**src/rtl/normalizer16_seq.sv**
```systemverilog
`default_nettype none
// ============================================================================
//  Module   : normalizer16_seq
//  Purpose  : Sequential word normalizer. Finds the shift amount that makes
//             the MSB (dir=0, leading-zero count) or the LSB (dir=1,
//             trailing-zero count) of the word a 1, and returns the
//             normalized word with that count. A binary search is used: one
//             stage of 2^k bits (k = CW-1 .. 0) per clock. The count is in
//             s3..s0 form (cnt[k] = stage k shifted). Shifting o back by cnt
//             in the opposite direction restores the original word.
//  Revision : 1.0 - initial release
// ----------------------------------------------------------------------------
//  Parameters
//    WIDTH : data width. Must be a power of two and at least 4 (default 16).
//    CW    : count width and number of search stages. Derived from WIDTH,
//            do not override.
//  Ports
//    clk       in   1      rising-edge clock
//    rst_n     in   1      synchronous active-low reset
//    in_valid  in   1      i/dir valid
//    in_ready  out  1      block idle and able to capture a word
//    i         in   WIDTH  word to normalize
//    dir       in   1      0 = leading-zero / left, 1 = trailing-zero / right
//    out_valid out  1      o/cnt/zero valid (held until out_ready)
//    out_ready in   1      downstream accepts the result
//    o         out  WIDTH  normalized word
//    cnt       out  CW     shift amount, cnt[k] = s_k
//    zero      out  1      input word was all zeros
//  Build option
//    NORM_EARLY_EXIT_EN : when defined, the search leaves SHIFT as soon as
//                         the word is already normalized (or zero). The
//                         result is identical, latency becomes 1..CW.
// ============================================================================
module normalizer16_seq #(
  parameter int WIDTH = 16,
  parameter int CW    = $clog2(WIDTH)
) (
  input  logic             clk,
  input  logic             rst_n,
  input  logic             in_valid,
  output logic             in_ready,
  input  logic [WIDTH-1:0] i,
  input  logic             dir,
  output logic             out_valid,
  input  logic             out_ready,
  output logic [WIDTH-1:0] o,
  output logic [CW-1:0]    cnt,
  output logic             zero
);

  // --------------------------------------------------------------------------
  // Elaboration-time parameter sanity check
  // --------------------------------------------------------------------------
  generate
    if ((WIDTH < 4) || ((WIDTH & (WIDTH - 1)) != 0)) begin : g_bad_width
      $error("normalizer16_seq: WIDTH must be a power of two and >= 4");
    end
  endgenerate

  // --------------------------------------------------------------------------
  // State encoding
  // --------------------------------------------------------------------------
  localparam logic [1:0] S_IDLE  = 2'd0;
  localparam logic [1:0] S_SHIFT = 2'd1;
  localparam logic [1:0] S_DONE  = 2'd2;

  // Search starts with the widest stage (WIDTH/2 bits).
  localparam logic [CW-1:0] K_FIRST = CW'(CW - 1);

  // --------------------------------------------------------------------------
  // Registers
  // --------------------------------------------------------------------------
  logic [1:0]       r_state;
  logic [WIDTH-1:0] r_data;   // working word being shifted by the search
  logic             r_dir;    // direction latched at capture
  logic [CW-1:0]    r_k;      // current stage index
  logic [CW-1:0]    r_cnt;    // accumulated count, also drives cnt
  logic             r_zero;   // captured word was all zeros
  logic [WIDTH-1:0] r_o;      // result word, loaded on entry to DONE

  // --------------------------------------------------------------------------
  // Stage datapath
  // --------------------------------------------------------------------------
  logic [CW:0]      w_step;     // 2^k, at most WIDTH/2
  logic [WIDTH-1:0] w_hi_mask;  // top `step` bits set
  logic [WIDTH-1:0] w_lo_mask;  // bottom `step` bits set
  logic             w_hit;      // examined field is all zero -> shift
  logic [WIDTH-1:0] w_shifted;
  logic [WIDTH-1:0] w_data_nxt;
  logic             w_last;     // stage 0 is being processed

  always_comb begin
    w_step     = (CW + 1)'(1) << r_k;
    // Variable-width part-selects are not legal, so the examined field is
    // isolated with a mask built from an all-ones word.
    w_hi_mask  = ~({WIDTH{1'b1}} >> w_step);
    w_lo_mask  = ~({WIDTH{1'b1}} << w_step);
    if (r_dir) begin
      w_hit     = ((r_data & w_lo_mask) == '0);
      w_shifted = r_data >> w_step;
    end else begin
      w_hit     = ((r_data & w_hi_mask) == '0);
      w_shifted = r_data << w_step;
    end
    w_data_nxt = w_hit ? w_shifted : r_data;
    w_last     = (r_k == '0);
  end

`ifdef NORM_EARLY_EXIT_EN
  // Word already has a 1 in the target end position; no more shifting
  // can change it, so the remaining count bits stay 0.
  logic w_norm;
  always_comb begin
    w_norm = r_dir ? r_data[0] : r_data[WIDTH-1];
  end
`endif

  // --------------------------------------------------------------------------
  // Control and datapath sequencing
  // --------------------------------------------------------------------------
  always_ff @(posedge clk) begin
    if (!rst_n) begin
      r_state <= S_IDLE;
      r_data  <= '0;
      r_dir   <= 1'b0;
      r_k     <= '0;
      r_cnt   <= '0;
      r_zero  <= 1'b0;
      r_o     <= '0;
    end else begin
      case (r_state)
        S_IDLE: begin
          if (in_valid) begin
            r_data  <= i;
            r_dir   <= dir;
            r_cnt   <= '0;
            r_k     <= K_FIRST;
            r_zero  <= (i == '0);
            r_state <= S_SHIFT;
          end
        end

        S_SHIFT: begin
`ifdef NORM_EARLY_EXIT_EN
          if (w_norm || r_zero) begin
            // Exit before processing this stage. For a zero word the
            // count is still all zeros here, so only o needs forcing.
            r_o     <= r_zero ? '0 : r_data;
            r_state <= S_DONE;
          end else
`endif
          begin
            if (w_hit) begin
              r_data     <= w_shifted;
              r_cnt[r_k] <= 1'b1;
            end
            if (w_last) begin
              r_state <= S_DONE;
              if (r_zero) begin
                // A zero word "hits" every stage; the result is forced
                // to o=0, cnt=0. This later assignment overrides the
                // count bit written above.
                r_o   <= '0;
                r_cnt <= '0;
              end else begin
                r_o   <= w_data_nxt;
              end
            end else begin
              r_k <= r_k - CW'(1);
            end
          end
        end

        S_DONE: begin
          // Outputs keep their values after retirement.
          if (out_ready) begin
            r_state <= S_IDLE;
          end
        end

        default: begin
          r_state <= S_IDLE;
        end
      endcase
    end
  end

  // --------------------------------------------------------------------------
  // Outputs
  // --------------------------------------------------------------------------
  assign in_ready  = (r_state == S_IDLE);
  assign out_valid = (r_state == S_DONE);
  assign o         = r_o;
  assign cnt       = r_cnt;
  assign zero      = r_zero;

endmodule
`default_nettype wire
```
**config.mk**
```make
export PLATFORM = sky130hd
export DESIGN_NAME = normalizer16_seq
export DESIGN_NICKNAME = d
export VERILOG_FILES = /design/src/rtl/normalizer16_seq.sv
export SDC_FILE = /design/constraint.sdc
export NUM_CORES = 1
export LEC_CHECK = 0
export CORE_MARGIN = 4
export CORE_UTILIZATION = 58
export DETAILED_ROUTE_END_ITERATION = 7
export HOLD_SLACK_MARGIN = 0.02
export PLACE_DENSITY = 0.78
export SYNTH_ARGS = -nofsm -noshare
export SYNTH_HDL_FRONTEND = slang
export SYNTH_SLANG_ARGS = --single-unit
```
**constraint.sdc**
```tcl
create_clock -name clk -period 3.3 [get_ports clk]
set_input_delay 0.66 -clock clk [delete_from_list [all_inputs] [get_ports clk]]
set_output_delay 0.66 -clock clk [all_outputs]
set_load 0.01 [all_outputs]
```
==> metrics.md <==
| Metric | Value |
|---|---|
| Status | finished, final reports clean |
| Final setup TNS | 0 ns |
| Most frequent cells in the layout | nand2_1 (83), a21oi_1 (56), nor2_1 (54) |
| CP endpoint kind | register |
| Detail Placement HPWL | 11,990 um |
| Initial DRC count | 805 |
| CTS Hold Bufs | 0 |
| Number of antenna diodes | 0 |
| Worst Skew | approximately 0.011 ns |
| Reg clk slew, reported paths | 0.09 ns |
| Fraction of registers with async set or reset after synthesis | 0 |
| Die area | 8547 um2 |
| Final std cells w/o fill | just over 700 |
| Hold WC Path Type | reg2reg |
| Via count | 5,112 |
| R2R depth | 11 |
| Inst Count DP | between 700 and 800 |
| Worst Setup EP | r_data[4]$_SDFFE_PN0P_ |
| P_leak | about 1.7 nW |
| Critical path arrival | 3.37 ns |
| Fmax | ~310 MHz |
| FF-to-FF End | r_data[4]$_SDFFE_PN0P_ |
| CTS max path bufs | 2 |
| Maximum vdd drop | 0.4087 mV |
| Worst-Margin Slew | 0.8470 ns |
| First-pass GRT wire length | 25,020 um |
| Register area share after synthesis | 0.2129 |
| GRT Util Overall | 0.3719 |
| Synth Warn # | 0 |
| # nets final | 648 |
| Post-CTS setup buffer count | 0 |
| EDFF count, synth | 0 |
| Final cycle utilization of the critical path | 0.9675 |
| Global route overflow | 0 |
| RSZ-0062 raised after global routing | false |
| Vias/cell | 7.120 |
| Vias in the first global route | 4,743 |
| Die H | around 92 um |
| Ports | 44 |
| Initial DRT Pass Iterations | 6 |
| Number of buffers created by CTS | 5 |
| CP startpoint | r_k[0]$_SDFFE_PN0P_ |
| Number of remaining DRC errors | 0 |
| Yosys reg bits | 44 |
| Core area | 6869 um2 |
| Crit path max fanout | 11 |
| Wire per inst | 22.46 um |
| WL final | ~16,000 um |
| Mapped cell area | 4136 um2 |
| Flop2flop setup slack | approximately 0.11 ns |
| Number of max-cap violations | 0 |
| Row count | 30 |
| Library cells used by synthesis | a little under 80 |
| H-tree depth | 2 |
| Mapped Nets | around 610 |
| Commonest non-fill, non-tap cell in the layout | nand2_1 |
| Final Critical Period | 3.193 ns |
| Crit Path Class | reg2reg |
| Die width | 92.45 um |
| Area after DPL | 4701 um2 |
| R2r startpoint | r_k[0]$_SDFFE_PN0P_ |
| Power Dens Cells | 642.6 nW/um2 |
| Clk root buf | clkbuf_8 |
| Post-route ant nets | 0 |
| Buffers on Ports | 43 |
| Largest net degree at the start of global routing | 26 |
| TritonCTS Sinks | 44 |
| Setup-failing EPs final | 0 |
| Initial Util | 0.6022 |
| Top_reg_cell synth | dfxtp_1 |
| Initial antenna violation count | 0 |
| CTS tree | built |
| Share of layout cells above drive strength 1 | 0.1318 |
| CP required | 3.48 ns |
| RePlAce Congestion | 1.107 |
| Max transition margin | 0.4207 |
| Fin. Hold Viols | 0 |
| Worst setup SP type | register |
| Synth-to-layout area growth | 16.12% |
| Mapped Cells | 587 |
| Fin area | 4803 um2 |
| Pins Over Slew Limit | 0 |
| Clock Latency Late Sink | approximately 0.30 ns |
| Synth Area per Inst | around 7.0 um2 |
kinds of logic after synthesis:
group	after synthesis	synth area share
flip-flops	44	0.2129
XOR/XNOR	2	0.004235
AND/OR/NAND/NOR	233	0.2747
buffers and inverters	71	0.08560
AO/OA/AOI/OAI	209	0.3451
adder cells (fa/ha/maj)	5	0.01512
multiplexers	23	0.06231
stage by stage:
stage               setup slack (ns)  hold WS, ns    util  total power [mW]
floorplan                     0.6190       0.4599       -             2.029
global placement              0.1909       0.4397  0.6843             2.623
detailed placement           0.05795       0.4447  0.6843             2.636
CTS                          0.03120       0.4561  0.6962             2.959
global route                 0.02638       0.4645  0.6993             3.204
finish                        0.1072       0.4520  0.6993             3.086
how the worst min path moves through the flow:
stage	slack, ns	startpoint	to	depth (start not counted)
finish	0.45	o[0]$_SDFFE_PN0P_	o[0]$_SDFFE_PN0P_	2
global placement	0.44	o[4]$_SDFFE_PN0P_	o[4]$_SDFFE_PN0P_	2
floorplan	0.46	r_state[1]$_SDFFE_PN0P_	r_state[0]$_SDFFE_PN0P_	1
detailed placement	0.44	o[0]$_SDFFE_PN0P_	o[0]$_SDFFE_PN0P_	2
CTS	0.46	o[7]$_SDFFE_PN0P_	o[7]$_SDFFE_PN0P_	2
global route	0.46	o[7]$_SDFFE_PN0P_	o[7]$_SDFFE_PN0P_	2
critical path: stages, from the launching register on:
cell and delay, ns:
dfxtp_1 0.36, inv_1 0.14, ha_2 0.33, or3b_1 0.40, buf_4 0.20, buf_4 0.17, o32ai_1 0.19, nor3_1 0.08
o21ai_0 0.40, o311ai_0 0.40, a32oi_1 0.32, a21oi_1 0.09
state kept, by name, indices dropped and copies added, names as in the netlist:
signal,flops
r_k,4
o,16
zero,1
cnt,4
r_data,16
r_state,2
r_dir,1
repair_timing:
item	in CTS	in global routing
endpoints found under the setup margin	0	30
resized for setup	0	8
endpoints found under the hold margin	0	0
cell usage after synthesis, drive strengths merged, types with 3 or more instances:
| cell | count | share of area |
|---|---|---|
| a2111oi | 6 | 0.019 |
| a211oi | 10 | 0.019 |
| a21o | 4 | 0.0073 |
| a21oi | 56 | 0.068 |
| a221oi | 3 | 0.0079 |
| a22oi | 8 | 0.015 |
| a31oi | 6 | 0.0091 |
| a32oi | 8 | 0.017 |
| and3 | 3 | 0.0045 |
| buf | 34 | 0.052 |
| clkbuf | 23 | 0.021 |
| dfxtp | 44 | 0.21 |
| ha | 5 | 0.015 |
| inv | 13 | 0.012 |
| mux2i | 19 | 0.046 |
| nand2 | 83 | 0.075 |
| nand2b | 7 | 0.011 |
| nand3 | 17 | 0.021 |
| nand4 | 9 | 0.014 |
| nor2 | 60 | 0.061 |
| nor2b | 7 | 0.011 |
| nor3 | 16 | 0.022 |
| nor3b | 4 | 0.011 |
| nor4 | 8 | 0.012 |
| o211ai | 11 | 0.020 |
| o21ai | 47 | 0.057 |
| o21bai | 3 | 0.0054 |
| o221ai | 4 | 0.0085 |
| o22ai | 7 | 0.011 |
| o311ai | 4 | 0.0085 |
| o31ai | 6 | 0.011 |
| o32ai | 4 | 0.012 |
| or2 | 4 | 0.0061 |
| or3 | 4 | 0.0060 |
| or3b | 3 | 0.0064 |
layout make-up:
type	instances	area [um2]
multi-input cells	472	2920
fillers	578	2066
flip-flops and latches	44	880.8
repair buffers	85	745.7
well taps	96	120.1
clock buffers	5	68.82
inverters	14	55.05
clock inverters	2	12.51
power breakdown:
| part | leakage, nW | total, mW | internal (mW) | switching (mW) |
|---|---|---|---|---|
| logic | 1.32 | 2.02 | 0.753 | 1.27 |
| clock network | 0.0400 | 0.325 | 0.143 | 0.181 |
| registers | 0.360 | 0.737 | 0.607 | 0.130 |
per-layer routing:
layer / GRT usage / wire [um]
met1: 0.4723 / 5558
met2: 0.5589 / 6791
met3: 0.1024 / 2457
met4: 0.2228 / 1318
met5: 0 / 0
Note: power is estimated with default switching activity, not from simulation.
